<file path="src/rtl/mem_stage_pkg.sv">
// rtl/mem_stage_pkg.sv - shared types and widths for the memory stage
package mem_stage_pkg;
  localparam int DATA_W          = 16;
  localparam int REG_AW          = 4;
  localparam int TIMEOUT_DEFAULT = 255;

  typedef enum logic {
    IDLE = 1'b0,
    WAIT = 1'b1
  } state_e;
endpackage

</file>
<file path="src/rtl/mem_stage_if.sv">
// rtl/mem_stage_if.sv - data memory request/acknowledge bus
interface mem_stage_if;
  import mem_stage_pkg::*;

  logic              dmem_req;
  logic              dmem_we;
  logic [DATA_W-1:0] dmem_addr;
  logic [DATA_W-1:0] dmem_wdata;
  logic [DATA_W-1:0] dmem_rdata;
  logic              dmem_ack;

  modport master (
    output dmem_req, dmem_we, dmem_addr, dmem_wdata,
    input  dmem_rdata, dmem_ack
  );

  modport slave (
    input  dmem_req, dmem_we, dmem_addr, dmem_wdata,
    output dmem_rdata, dmem_ack
  );
endinterface

</file>
<file path="src/rtl/mem_stage.sv">
// rtl/mem_stage.sv - pipeline memory stage: issues loads/stores, stalls until ack or timeout
module mem_stage
  import mem_stage_pkg::*;
#(
  parameter int TIMEOUT = TIMEOUT_DEFAULT
) (
  input  logic              clk,
  input  logic              rst,
  input  logic [DATA_W-1:0] alu_result,
  input  logic [DATA_W-1:0] rdata2,
  input  logic              mem_to_reg,
  input  logic              mem_wen,
  input  logic              reg_wen,
  input  logic [REG_AW-1:0] reg_waddr,
  input  logic              jal,
  input  logic [DATA_W-1:0] next_pc,
  mem_stage_if.master       dmem,
  output logic              stall,
  output logic              wb_wen,
  output logic [REG_AW-1:0] wb_waddr,
  output logic [DATA_W-1:0] wb_wdata,
  output logic              dmem_err
);

  localparam logic [7:0] TO_LAST = 8'(TIMEOUT - 1);

  state_e            state_q;
  logic [7:0]        cnt_q;
  logic              req_q;
  logic              we_q;
  logic [DATA_W-1:0] addr_q;
  logic [DATA_W-1:0] wdata_q;
  logic              wb_wen_q;
  logic [REG_AW-1:0] wb_waddr_q;
  logic [DATA_W-1:0] wb_wdata_q;
  logic              err_q;

  logic              mem_op;
  logic              timeout_hit;
  logic              wb_wen_d;
  logic [DATA_W-1:0] wb_wdata_d;

  assign mem_op      = mem_to_reg | mem_wen;
  assign timeout_hit = (state_q == WAIT) && !dmem.dmem_ack && (cnt_q == TO_LAST);
  assign wb_wen_d    = reg_wen & ~mem_wen;
  assign wb_wdata_d  = jal ? next_pc : (mem_to_reg ? dmem.dmem_rdata : alu_result);

  // A timed-out access releases the pipeline in its last cycle so the instruction is dropped.
  always_comb begin
    stall = 1'b0;
    if (!rst) begin
      case (state_q)
        IDLE:    stall = mem_op;
        WAIT:    stall = !dmem.dmem_ack && !timeout_hit;
        default: stall = 1'b0;
      endcase
    end
  end

  always_ff @(posedge clk) begin
    if (rst) begin
      state_q    <= IDLE;
      cnt_q      <= 8'd0;
      req_q      <= 1'b0;
      we_q       <= 1'b0;
      addr_q     <= '0;
      wdata_q    <= '0;
      wb_wen_q   <= 1'b0;
      wb_waddr_q <= '0;
      wb_wdata_q <= '0;
      err_q      <= 1'b0;
    end else begin
      wb_wen_q <= 1'b0;
      case (state_q)
        IDLE: begin
          if (mem_op) begin
            req_q   <= 1'b1;
            we_q    <= mem_wen;
            addr_q  <= alu_result;
            wdata_q <= rdata2;
            cnt_q   <= 8'd0;
            state_q <= WAIT;
          end else begin
            wb_wen_q   <= wb_wen_d;
            wb_waddr_q <= reg_waddr;
            wb_wdata_q <= wb_wdata_d;
          end
        end
        WAIT: begin
          if (dmem.dmem_ack) begin
            req_q      <= 1'b0;
            wb_wen_q   <= wb_wen_d;
            wb_waddr_q <= reg_waddr;
            wb_wdata_q <= wb_wdata_d;
            state_q    <= IDLE;
          end else if (cnt_q == TO_LAST) begin
            req_q   <= 1'b0;
            err_q   <= 1'b1;
            state_q <= IDLE;
          end else begin
            cnt_q <= cnt_q + 8'd1;
          end
        end
        default: state_q <= IDLE;
      endcase
    end
  end

  assign dmem.dmem_req   = req_q;
  assign dmem.dmem_we    = we_q;
  assign dmem.dmem_addr  = addr_q;
  assign dmem.dmem_wdata = wdata_q;
  assign wb_wen          = wb_wen_q;
  assign wb_waddr        = wb_waddr_q;
  assign wb_wdata        = wb_wdata_q;
  assign dmem_err        = err_q;

endmodule

</file>
<file path="src/flat_wrapper.sv">
// flat-port wrapper written by rule: the top's interface ports become plain ports
module mem_stage_flat import mem_stage_pkg::*;
#(
  parameter int TIMEOUT = TIMEOUT_DEFAULT
)
  (clk, rst, alu_result, rdata2, mem_to_reg, mem_wen, reg_wen, reg_waddr, jal, next_pc, stall, wb_wen, wb_waddr, wb_wdata, dmem_err, dmem_dmem_req, dmem_dmem_we, dmem_dmem_addr, dmem_dmem_wdata, dmem_dmem_rdata, dmem_dmem_ack);
  mem_stage_if dmem_i ();
  input  logic clk;
  input  logic rst;
  input  logic [DATA_W-1:0] alu_result;
  input  logic [DATA_W-1:0] rdata2;
  input  logic mem_to_reg;
  input  logic mem_wen;
  input  logic reg_wen;
  input  logic [REG_AW-1:0] reg_waddr;
  input  logic jal;
  input  logic [DATA_W-1:0] next_pc;
  output logic stall;
  output logic wb_wen;
  output logic [REG_AW-1:0] wb_waddr;
  output logic [DATA_W-1:0] wb_wdata;
  output logic dmem_err;
  output wire logic [$bits(dmem_i.dmem_req)-1:0] dmem_dmem_req;
  output wire logic [$bits(dmem_i.dmem_we)-1:0] dmem_dmem_we;
  output wire logic [$bits(dmem_i.dmem_addr)-1:0] dmem_dmem_addr;
  output wire logic [$bits(dmem_i.dmem_wdata)-1:0] dmem_dmem_wdata;
  input wire logic [$bits(dmem_i.dmem_rdata)-1:0] dmem_dmem_rdata;
  input wire logic [$bits(dmem_i.dmem_ack)-1:0] dmem_dmem_ack;
  assign dmem_dmem_req = dmem_i.dmem_req;
  assign dmem_dmem_we = dmem_i.dmem_we;
  assign dmem_dmem_addr = dmem_i.dmem_addr;
  assign dmem_dmem_wdata = dmem_i.dmem_wdata;
  assign dmem_i.dmem_rdata = dmem_dmem_rdata;
  assign dmem_i.dmem_ack = dmem_dmem_ack;
  mem_stage #(.TIMEOUT(TIMEOUT)) u_core (.clk(clk), .rst(rst), .alu_result(alu_result), .rdata2(rdata2), .mem_to_reg(mem_to_reg), .mem_wen(mem_wen), .reg_wen(reg_wen), .reg_waddr(reg_waddr), .jal(jal), .next_pc(next_pc), .dmem(dmem_i), .stall(stall), .wb_wen(wb_wen), .wb_waddr(wb_waddr), .wb_wdata(wb_wdata), .dmem_err(dmem_err));
endmodule
</file>
<file path="config.mk">
export PLATFORM = sky130hd
export DESIGN_NAME = mem_stage_flat
export DESIGN_NICKNAME = d
export VERILOG_FILES = /design/src/rtl/mem_stage_pkg.sv /design/src/rtl/mem_stage_if.sv /design/src/rtl/mem_stage.sv /design/src/flat_wrapper.sv
export SDC_FILE = /design/constraint.sdc
export NUM_CORES = 1
export LEC_CHECK = 0
export CAP_MARGIN = 10
export CORE_MARGIN = 2
export CORE_UTILIZATION = 40
export DETAILED_ROUTE_END_ITERATION = 8
export GPL_TIMING_DRIVEN = 0
export PLACE_DENSITY = 0.79
export SETUP_SLACK_MARGIN = 0.15
export SYNTH_ARGS = -nofsm -noshare
export SYNTH_HDL_FRONTEND = slang
export SYNTH_SLANG_ARGS = --single-unit
</file>
<file path="constraint.sdc">
create_clock -name clk -period 3.2 [get_ports clk]
set_input_delay 0.64 -clock clk [delete_from_list [all_inputs] [get_ports clk]]
set_output_delay 0.64 -clock clk [all_outputs]
set_load 0.01 [all_outputs]
</file>
==> impl_metrics.toml, run 1 <==
[drt]
drt_wl_total_mm = 8.36
post_drt_wl_per_cell_um = 15.0
drtIter0Drc = 171
drtAntennaViolNets = 0
dr.pass1.iters = 4
drcViolationCount = 0
viasPerCell = 5.13
vias = 2865

[layout]
final_common_cell = "clkdlybuf4s50_1"
nFillCells = 578
antenna_cells = 0
area_growth_pct = 58.6
layout-drive-gt1-share_pct = 7.53
num-nets-final = 551
utilization_pct = 65.0
final_cell_mix = "129 x clkdlybuf4s50_1, 83 x nand2_1, 65 x dfxtp_1"

[worst_setup_path]
crit_arrival_ps = 2300
critPathLaunchType = "input pin"
cp-end-kind = "primary output"
crit_type = "input pin to primary output"
cp_max_fo = 10
crit_required_ps = 2560

[place]
gp_congestion = 0.884
io_buffers = 131
post-dp-hpwl_mm = 6.47

[floorplanning]
chipWidth_um = 87.2
design.core.area_um2 = 6760
row_count = 30
start_util_pct = 41.0
fp.dieArea_um2 = 7600
pin_count = 132
die_y_um = 87.2

[clock_tree]
cts_buffers = 9
hold_buffers = 0
htree_levels = 3
path_clk_slew_ps = 70
clock_latency_ps = 340
cts_tree = "yes"
cts_root_buf = "clkbuf_8"
ctsLongestPathBuffers = 2
clock-sinks = 65

[timing]
worst_pin_slew_ps = 519
fin_crit_sh_pct = 91.9
post-route-min-period_ps = 2940
whs_ps = 453
slew_headroom_pct = 65.4
setup_tns_ps = 0
hold_violations = 0
fmax_mhz = 340
finalSetupViolations = 0
rsz0062_at_grt = "false"
fin_skew_ps = 6.87
slew_viol_final = 0

[synth]
yosys-top-cells-area = "dfxtp_1 47%, mux2i_1 13%, nand2_1 11%"
syn_area_um2 = 2770
yosysTopAreaCell = "dfxtp_1"
synth-edff-count = 0
syn-num-nets = 407
yosysWarnings = 0
netlist_instances = 330
avgSynthCellArea_um2 = 8.39
synth_top_cell_area_share_pct = 47.0
synthArstFlopShare_pct = 0
ys_types = 33
synthFlopType = "dfxtp_1"
yosysSeqAreaShare_pct = 47.0
ys_ff_latch = 65

[status]
status = "finished, final reports clean"

[grt]
grt_max_degree = 11
grt_pass1_wl_mm = 13.2
grt-ovfl-total = 0
grt_pass1_vias = 2759
antenna_found_initial = 0
grtUsageTotal_pct = 22.6

[power]
vdd_drop_max_mv = 0.278
p_leak_nw = 1.80
power_density_nw_per_um2 = 452

[job]
maxCapViolCount = 0

[min_path]
hp-class = "register to register"
-- layer usage --
layer / wire [µm] / up-vias / global-route usage, % / part of all wire [%]
met4: 174 / 0 / 8.25 / 2.1
li1: - / 1408 / - / -
met3: 884 / 13 / 9.19 / 11
met2: 3930 / 125 / 36.2 / 47
met1: 3370 / 1319 / 27.3 / 40
met5: 0 / - / 0 / 0
-- state kept, by name (all words and copies together), names as in the netlist --
| signal | flops |
|---|---|
| u_core.wb_wen | 1 |
| u_core.dmem.dmem_wdata | 16 |
| u_core.dmem.dmem_req | 1 |
| u_core.dmem_err | 1 |
| u_core.cnt_q | 8 |
| u_core.dmem.dmem_we | 1 |
| u_core.wb_wdata | 16 |
| u_core.state_q | 1 |
| u_core.wb_waddr | 4 |
| u_core.dmem.dmem_addr | 16 |
-- synth_stat cells, types with 2 or more instances --
library cell and n:
inv_1 2, buf_4 4, ha_1 2, nand3b_1 2, mux2i_1 37, o211ai_1 3
clkbuf_1 10, a21oi_1 38, nor3_1 2, nand2_1 83, buf_2 8, nor2_1 24
nand2b_1 3, a31oi_1 3, or4_1 2, o21ai_1 3, nand3_1 8, o21ai_0 16
dfxtp_1 65, nor2b_1 2
-- where the power goes --
group	switching (mW)	internal, mW
combinational	0.195	0.243
sequential	0.0273	0.862
clock	0.304	0.352
-- cell families after synthesis --
group	count (synthesis)	share of synthesized area, %
adder cells (fa/ha/maj)	2	0.904
flip-flops	65	47.0
multiplexers	38	13.8
AND/OR/NAND/NOR	131	20.1
buffers and inverters	26	4.70
AO/OA/AOI/OAI	68	13.5
-- worst max-delay path, cell delays in order --
cell,delay (ps)
clkdlybuf4s50_1,520
buf_6,130
o21bai_4,80
buf_2,200
a21oi_1,170
clkdlybuf4s50_1,560
-- worst paths after layout --
path                                                start                         to  slack (ps)  depth (start not counted)
worst min-delay path            u_core.dmem.dmem_wdata[8]  u_core.dmem.dmem_wdata[8]         450                          2
worst min register to register  u_core.dmem.dmem_wdata[8]  u_core.dmem.dmem_wdata[8]         450                          2
worst max register to register             u_core.state_q         u_core.wb_wdata[5]        1700                          6
worst max-delay path                           mem_to_reg                      stall         260                          6
-- metrics by stage --
| step | area, µm² | setup slack (ps) | power (mW) | std cells |
|---|---|---|---|---|
| after floorplan | 2770 | 1250 | 1.09 | 330 |
| after global placement | 4180 | 127 | 1.33 | 541 |
| after detailed placement | 4180 | 116 | 1.34 | 541 |
| after CTS | 4370 | 174 | 1.99 | 557 |
| after global routing | 4390 | 186 | 2.07 | 558 |
| final | 4390 | 260 | 1.98 | 558 |
-- area by class of cell --
cell class / count / area [µm²] / share of cell area (%)
Buffer: 23 / 123 / 2.79
Clock inverter: 4 / 45.0 / 1.03
Sequential cell: 65 / 1300 / 29.6
Tap cell: 80 / 100 / 2.28
Inverter: 3 / 11.3 / 0.257
Timing Repair Buffer: 133 / 1330 / 30.3
Multi-Input combinational cell: 239 / 1350 / 30.7
Clock buffer: 11 / 131 / 2.99
-- timing repair --
action | 4_1_cts | 5_1_grt
gates cloned | 0 | 0
resized for setup | 2 | 3
endpoints found under the setup margin | 1 | 1
setup buffers | 1 | 1
(Power assumes the default switching activity.)
==> run 2: changes to the inputs <==
--- a/config.mk
+++ b/config.mk
@@ -7,10 +7,11 @@
 export LEC_CHECK = 0
 export CAP_MARGIN = 10
 export CORE_MARGIN = 2
-export CORE_UTILIZATION = 40
+export CORE_UTILIZATION = 44
 export DETAILED_ROUTE_END_ITERATION = 8
 export GPL_TIMING_DRIVEN = 0
-export PLACE_DENSITY = 0.79
+export MAX_ROUTING_LAYER = met4
+export PLACE_DENSITY = 0.86
 export SETUP_SLACK_MARGIN = 0.15
 export SYNTH_ARGS = -nofsm -noshare
 export SYNTH_HDL_FRONTEND = slang
==> run 2 against run 1 <==
Against the previous run:
- worst setup slack got worse by 28 ps
- sequential share of layout area fell by 0.18 points
- critical endpoint unchanged
- clock-buffer cell count rose by 1
- critical path depth fell by 1
- clock power rose by 6.6%
- die area fell by 8.7%
- first-iteration DRC count rose by 40%
- final area rose by 0.63%
==> impl_metrics.toml, run 2 (synthesis results as in run 1) <==
[status]
status = "finished, final reports clean"

[grt]
grt_max_degree = 11
grt_pass1_wl_mm = 14.0
grt-ovfl-total = 0
grt-busiest-layer = "met2"
grt_pass1_vias = 2860
grtUsageTotal_pct = 26.4
antenna_found_initial = 0
grtUsageMet2_pct = 41.9
use_met3_pct = 9.24
grt_util_met1_pct = 29.5

[timing]
rsz0062_at_grt = "false"
worst_pin_slew_ps = 520
fmax_mhz = 337
setup_tns_ps = 0
post-route-min-period_ps = 2970
hold_violations = 0
slew_headroom_pct = 65.3
fin_skew_ps = 5.62
fin_crit_sh_pct = 92.8
finalSetupViolations = 0
slew_viol_final = 0

[clock_tree]
htree_levels = 3
path_clk_slew_ps = 60
ctsLongestPathBuffers = 2
clock_latency_ps = 350
cts_tree = "yes"
cts_root_buf = "clkbuf_8"
clock-sinks = 65
cts_buffers = 9

[power]
power_density_nw_per_um2 = 461
vdd_drop_max_mv = 0.379
power_mw = 2.03
p_leak_nw = 1.81

[worst_setup_path]
crit_required_ps = 2560
cp_max_fo = 10
critPathLaunchType = "input pin"
cp-end-kind = "primary output"
crit_type = "input pin to primary output"
crit_arrival_ps = 2330

[place]
gp_congestion = 0.882
io_buffers = 131
post-dp-hpwl_mm = 6.72
numPlacedInstances = 536

[drt]
post_drt_wl_per_cell_um = 15.8
drt_wl_total_mm = 8.76
drcViolationCount = 0
drtAntennaViolNets = 0
vias = 2914
viasPerCell = 5.25
drtIter0Drc = 239
dr.pass1.iters = 4

[job]
maxCapViolCount = 0

[layout]
antenna_cells = 0
nFillCells = 445
final_common_cell = "clkdlybuf4s50_1"
num-nets-final = 553
layout-drive-gt1-share_pct = 8.13
area_growth_pct = 59.6
utilization_pct = 73.7
final_cell_mix = "130 x clkdlybuf4s50_1, 83 x nand2_1, 65 x dfxtp_1"
final_cells = 555

[floorplanning]
design.core.area_um2 = 5990
pin_count = 132
chipWidth_um = 83.3
row_count = 28
start_util_pct = 46.2
fp.dieArea_um2 = 6940
die_y_um = 83.3

[min_path]
hp-class = "register to register"
==> run 2: area by class of cell <==
type	count	area (µm²)	share of cell area, %
Inverter	3	11.3	0.255
Multi-Input combinational cell	239	1350	30.5
Buffer	23	125	2.83
Timing Repair Buffer	135	1340	30.4
Clock buffer	12	155	3.51
Tap cell	75	93.8	2.12
Sequential cell	65	1300	29.5
Clock inverter	3	40.0	0.907
==> run 2: power by group <==
| part | internal, mW | switching [mW] | total [mW] |
|---|---|---|---|
| clock network | 0.395 | 0.304 | 0.699 |
| registers | 0.862 | 0.0280 | 0.890 |
| logic | 0.246 | 0.199 | 0.445 |
| total | 1.50 | 0.531 | 2.03 |
==> run 2: worst max-delay path, stage by stage <==
cell and delay [ps]:
clkdlybuf4s50_1 630, o21bai_4 140, clkbuf_4 210, a21oi_1 140, clkdlybuf4s50_1 550
==> run 2: repair_timing <==
item	in CTS	in global routing
hold buffers	0	0
gates resized for setup	2	3
setup endpoints to repair	1	1
buffers inserted	0	4
pin swaps	0	0
==> run 2: worst paths after layout <==
check                           depth (start not counted)                      from  slack, ps                        to
worst max-delay path                                    5                   mem_wen        230                     stall
worst min-delay path                                    2  u_core.dmem.dmem_addr[9]        450  u_core.dmem.dmem_addr[9]
worst min register to register                          2  u_core.dmem.dmem_addr[9]        450  u_core.dmem.dmem_addr[9]
worst max register to register                          7           u_core.cnt_q[0]       1630           u_core.cnt_q[3]
==> run 2: metrics by stage <==
step	worst slack [ps]	cell area [µm²]	hold slack, ps
finish	232	4420	453
global route	145	4420	476
CTS	165	4370	455
detailed placement	129	4170	446
global placement	111	4170	441
floorplan	1250	2770	474
==> run 2: routing by layer <==
metal	part of all wire (%)	wire length, µm
met1	39	3390
met2	47	4160
met3	10	904
met4	3.5	307
met5	0	0
